===== config.mk =====
export PLATFORM = sky130hd
export DESIGN_NAME = nphase_generator_flat
export DESIGN_NICKNAME = d
export VERILOG_FILES = /design/src/rtl/nphase_generator_if.sv /design/src/rtl/nphase_generator.sv /design/src/flat_wrapper.sv
export SDC_FILE = /design/constraint.sdc
export NUM_CORES = 1
export LEC_CHECK = 0
export ABC_AREA = 1
export BUFFER_PORTS_ARGS = -buffer_cell sky130_fd_sc_hd__buf_2
export CAP_MARGIN = 20
export CORE_MARGIN = 1
export CORE_UTILIZATION = 30
export DETAILED_ROUTE_END_ITERATION = 7
export GPL_ROUTABILITY_DRIVEN = 0
export GPL_TIMING_DRIVEN = 1
export MAX_ROUTING_LAYER = met4
export PLACE_DENSITY = 0.44
export SYNTH_ARGS = -nofsm -noshare
export SYNTH_HDL_FRONTEND = slang
export SYNTH_SLANG_ARGS = --single-unit

===== constraint.sdc =====
create_clock -name if_clk -period 1.4 [get_ports if_clk]
set_input_delay 0.21 -clock if_clk [delete_from_list [all_inputs] [get_ports if_clk]]
set_output_delay 0.21 -clock if_clk [all_outputs]
set_load 0.1 [all_outputs]

===== src/rtl/nphase_generator_if.sv =====
// LO control/status bundle for nphase_generator: run/prescale/sideband controls in,
// one-hot switch enables and status out.
interface nphase_generator_if #(
    parameter int unsigned PHASES = 4,
    parameter int unsigned DIV_W  = 4,
    parameter int unsigned IDX_W  = (PHASES > 1) ? $clog2(PHASES) : 1
);
    logic              enable;
    logic [DIV_W-1:0]  div;
    logic              reverse;
    logic [PHASES-1:0] phase_out;
    logic [IDX_W-1:0]  phase_idx;
    logic              cycle_strobe;
    logic              running;

    modport master (
        output enable, div, reverse,
        input  phase_out, phase_idx, cycle_strobe, running
    );

    modport slave (
        input  enable, div, reverse,
        output phase_out, phase_idx, cycle_strobe, running
    );
endinterface


===== src/rtl/nphase_generator.sv =====
// Multi-phase one-hot LO generator with prescaler, sideband reversal and clean start/stop.
// Optional break-before-make dead time: define NPHASE_DEADTIME_EN.
module nphase_generator #(
    parameter int unsigned PHASES = 4,
    parameter int unsigned DIV_W  = 4
) (
    input logic             if_clk,
    input logic             if_rst,
    nphase_generator_if.slave lo
);
    localparam int unsigned IDX_W = (PHASES > 1) ? $clog2(PHASES) : 1;

    typedef enum logic {
        IDLE,
        RUN
    } state_t;

    state_t            state, state_nxt;
    logic [DIV_W-1:0]  pre_cnt, pre_nxt;
    logic [DIV_W-1:0]  div_act, div_nxt;
    logic [IDX_W-1:0]  idx, idx_nxt;
    logic [IDX_W-1:0]  step_idx;
    logic              rev_act, rev_nxt;
    logic              strobe_nxt;
    logic [PHASES-1:0] phase_nxt;
    logic [PHASES-1:0] phase_q;
    logic              strobe_q;
    logic              running_q;

    always_ff @(posedge if_clk) begin
        if (if_rst) begin
            state     <= IDLE;
            pre_cnt   <= '0;
            idx       <= '0;
            div_act   <= '0;
            rev_act   <= 1'b0;
            phase_q   <= '0;
            strobe_q  <= 1'b0;
            running_q <= 1'b0;
        end else begin
            state     <= state_nxt;
            pre_cnt   <= pre_nxt;
            idx       <= idx_nxt;
            div_act   <= div_nxt;
            rev_act   <= rev_nxt;
            phase_q   <= phase_nxt;
            strobe_q  <= strobe_nxt;
            running_q <= (state_nxt == RUN);
        end
    end

    always_comb begin
        state_nxt  = state;
        pre_nxt    = pre_cnt;
        idx_nxt    = idx;
        div_nxt    = div_act;
        rev_nxt    = rev_act;
        strobe_nxt = 1'b0;
        phase_nxt  = '0;
        // Power-of-two PHASES lets the index wrap naturally in IDX_W bits.
        step_idx   = rev_act ? (idx - 1'b1) : (idx + 1'b1);

        case (state)
            IDLE: begin
                if (lo.enable) begin
                    state_nxt  = RUN;
                    pre_nxt    = '0;
                    idx_nxt    = '0;
                    div_nxt    = lo.div;
                    rev_nxt    = lo.reverse;
                    strobe_nxt = 1'b1;
                end
            end
            RUN: begin
                if (pre_cnt != div_act) begin
                    pre_nxt = pre_cnt + 1'b1;
                end else begin
                    pre_nxt = '0;
                    if (step_idx != '0) begin
                        idx_nxt = step_idx;
                    end else if (lo.enable) begin
                        idx_nxt    = '0;
                        div_nxt    = lo.div;
                        rev_nxt    = lo.reverse;
                        strobe_nxt = 1'b1;
                    end else begin
                        state_nxt = IDLE;
                        idx_nxt   = '0;
                    end
                end
            end
            default: state_nxt = IDLE;
        endcase

        if (state_nxt == RUN) begin
            phase_nxt[idx_nxt] = 1'b1;
        end
`ifdef NPHASE_DEADTIME_EN
        if (div_nxt != '0 && pre_nxt == '0) begin
            phase_nxt = '0;
        end
`endif
    end

    assign lo.phase_out    = phase_q;
    assign lo.phase_idx    = idx;
    assign lo.cycle_strobe = strobe_q;
    assign lo.running      = running_q;
endmodule

===== src/flat_wrapper.sv =====
// flat-port wrapper written by rule: the top's interface ports become plain ports
module nphase_generator_flat 
#(
    parameter int unsigned PHASES = 4,
    parameter int unsigned DIV_W  = 4
)
  (if_clk, if_rst, lo_enable, lo_div, lo_reverse, lo_phase_out, lo_phase_idx, lo_cycle_strobe, lo_running);
  nphase_generator_if #(.PHASES(PHASES), .DIV_W(DIV_W)) lo_i ();
  input logic if_clk;
  input logic if_rst;
  input wire logic [$bits(lo_i.enable)-1:0] lo_enable;
  input wire logic [$bits(lo_i.div)-1:0] lo_div;
  input wire logic [$bits(lo_i.reverse)-1:0] lo_reverse;
  output wire logic [$bits(lo_i.phase_out)-1:0] lo_phase_out;
  output wire logic [$bits(lo_i.phase_idx)-1:0] lo_phase_idx;
  output wire logic [$bits(lo_i.cycle_strobe)-1:0] lo_cycle_strobe;
  output wire logic [$bits(lo_i.running)-1:0] lo_running;
  assign lo_i.enable = lo_enable;
  assign lo_i.div = lo_div;
  assign lo_i.reverse = lo_reverse;
  assign lo_phase_out = lo_i.phase_out;
  assign lo_phase_idx = lo_i.phase_idx;
  assign lo_cycle_strobe = lo_i.cycle_strobe;
  assign lo_running = lo_i.running;
  nphase_generator #(.PHASES(PHASES), .DIV_W(DIV_W)) u_core (.if_clk(if_clk), .if_rst(if_rst), .lo(lo_i));
endmodule

==> run metrics <==
static leakage 0.490 nW; antenna-violating nets left 0; critical path arrival 1.55 ns; die height 54.9 um; sequential share of the synthesized area 40.5%; post-layout min period 1.31 ns; post-synth cell types 19; Slew HR 67.8%; CTS Buffer Depth 2; sw power 0.000441 W; GR Util met2 21.3%; Reg clk slew, reported paths 0.10 ns; Post-CTS Setup Inserts 0; final WL 1680 um; first-pass detailed-route iteration total 4; Hold EP u_core.pre_cnt[3]; pin count of the biggest net entering global routing 11; Post-Syn Nets 121; max-cap violation count 0; worst reg2reg startpoint u_core.lo.phase_idx[1]; # fillers 288; CTS Buf Count 3; Clk pwr share 23.6%; share of layout cells above drive strength 1 40.2%; first-pass GRT wire length 2820 um; worst hold path type in -> reg; area share of the largest cell type after synthesis 40.5%; IO Port Bufs 15; CP required 1.64 ns; # hold bufs at CTS 0; FFs w/ async S/R, synth 0%; fmax 762 MHz; Mapped Area 840 um2; fin util 41.4%; I/O pin count 16; total power 0.00115 W; R2R cell count 7; Gate power share 29.8%; top cells by count, synth nand2_1 (29), dfxtp_1 (17), nand3_1 (12); RSZ-0062 raised after global routing true; Setup crit start u_core.lo.phase_idx[1]; clock root cell clkbuf_4; WS Path Type reg -> reg; GRT Total Usage 14.0%; max-slew violations 0; cell with the most instances after synthesis nand2_1; Remaining DRCs 0; area leader, netlist dfxtp_1; Peak VDD IR 0.000774 V; Core ar. 0.00257 mm2; Via density 4.48; Hold Path Depth 2; P&R area growth vs syn 26.5%; Reg2Reg Setup Slack 0.09 ns; clock sinks 17; Rows 18; GR Util met1 17.5%; Synth Register Bits 17; htree depth 1; final worst setup slack 0.0883 ns; startpoint types flip-flop; Worst-Margin Slew 0.486 ns; # diodes 0; Synth Instances 110; fin crit share 93.7%; crit path max fanout 7; Avg WL per Cell 10.4 um; Die W 54.9 um; Most Used Layer, Global Route met2; worst min-delay path startpoint if_rst; status complete, no violations; CTS tree done; Internal 0.000709 W; Final Skew 0.000797 ns; Resize count post-CTS 0; number of synthesized flops with an enable pin 0; Post-Place Worst Slack 0.0747 ns; routed via count 725; vias in the first global route 655; Setup Viol. Count Final 0; post-route cell area 0.00106 mm2; placed inst area 0.00101 mm2; share of power burned in registers 46.6%; initial core utilization 32.7%; Sw Ratio 38.4%; Final nets 144; Syn Area/Cell 7.63 um2; grt met3 use 2.46%; initial antenna violation count 0; DP HPWL 1310 um; power density over the cells 1080 mW/mm2; Hold Vio Cnt, Final 0; Synth Flop Type dfxtp_1; Clk Latency, worst-skew pair 0.29 ns; Area contributors post-synth dfxtp_1 (41%), nand2_1 (13%), nand3_1 (7.2%), a21oi_1 (6.6%), nor2_8 (4.8%); yosys warns 0; GRT Residual Overflow 0; initial DRC count 14; Die Footprint 0.00301 mm2; Setup crit end kind flip-flop; FF-to-FF End u_core.rev_act
==> power groups by stage <==
stage | clock (W) | sequential (W) | combinational (W)
2_1_floorplan | 0 | 0.000668 | 0.000147
3_3_place_gp | 0 | 0.000546 | 0.000337
3_5_place_dp | 0 | 0.000547 | 0.000335
4_1_cts | 0.000289 | 0.000535 | 0.000336
5_1_grt | 0.000305 | 0.000541 | 0.000373
6_report | 0.000272 | 0.000536 | 0.000343
==> routing by layer <==
layer	vias up	share of wire [%]
met5	-	0
met4	0	1.5
met3	4	3.5
met2	13	42
met1	314	53
li1	394	-
==> critical path, stage by stage (launching register included) <==
cell and delay, ns:
dfxtp_4 0.37, xor2_2 0.17, ha_2 0.20, nand2_1 0.05, nand3b_4 0.20, nand2_4 0.10, nand2_1 0.06, a21oi_2 0.10
==> per-stage QoR <==
stage	std cells	TNS, ns	hold slack (ns)
after detailed placement	158	0	0.465
after global placement	158	0	0.460
after global routing	162	-0.0340	0.139
final	162	0	0.138
after CTS	162	0	0.133
after floorplan	110	-0.109	0.272
==> flip-flops by register name (all words and copies together) (netlist names) <==
register                count
u_core.div_act              4
u_core.lo.cycle_strobe      1
u_core.lo.phase_idx         2
u_core.lo.phase_out         4
u_core.lo.running           1
u_core.pre_cnt              4
u_core.rev_act              1
==> cell type report <==
type                       count  area [um2]  area share, %
multi-input combinational     77         472           44.4
clock buffer                   3        22.5           2.12
clock inverter                 1        5.00          0.471
tap                           30        37.5           3.53
inverter                      14        52.6           4.95
sequential                    17         358           33.7
timing repair buffer          20         115           10.8
==> worst max-delay path by stage <==
stage                                   end  slack, ns
after floorplan           u_core.div_act[3]      -0.02
after global placement       u_core.rev_act       0.08
after detailed placement     u_core.rev_act       0.07
after CTS                        lo_running       0.01
after global routing         u_core.rev_act      -0.02
final                        u_core.rev_act       0.09
==> layout by cell type, fill, tap and decap left out <==
master / n
xor2_2: 1
nand2_4: 1
nand3_1: 11
ha_2: 1
buf_4: 5
a21oi_2: 3
inv_1: 10
xor2_1: 2
nand3_2: 2
nand3b_4: 1
clkinv_2: 1
nor2_1: 8
o21ai_2: 1
ha_1: 2
nand4_1: 2
buf_2: 14
inv_2: 4
a21oi_1: 9
nor2_8: 2
nand2_2: 5
dfxtp_4: 3
clkbuf_4: 4
dfxtp_1: 9
dfxtp_2: 5
nand2_1: 26
==> kinds of logic after synthesis <==
family | count (synthesis) | share of synthesized area [%]
buf+inv | 16 | 7.30
flops | 17 | 40.5
compound gates | 13 | 8.20
xor+xnor | 3 | 3.13
fa+ha+maj | 3 | 4.47
simple gates | 58 | 36.4
No activity file was read; power rests on OpenSTA's default activity.
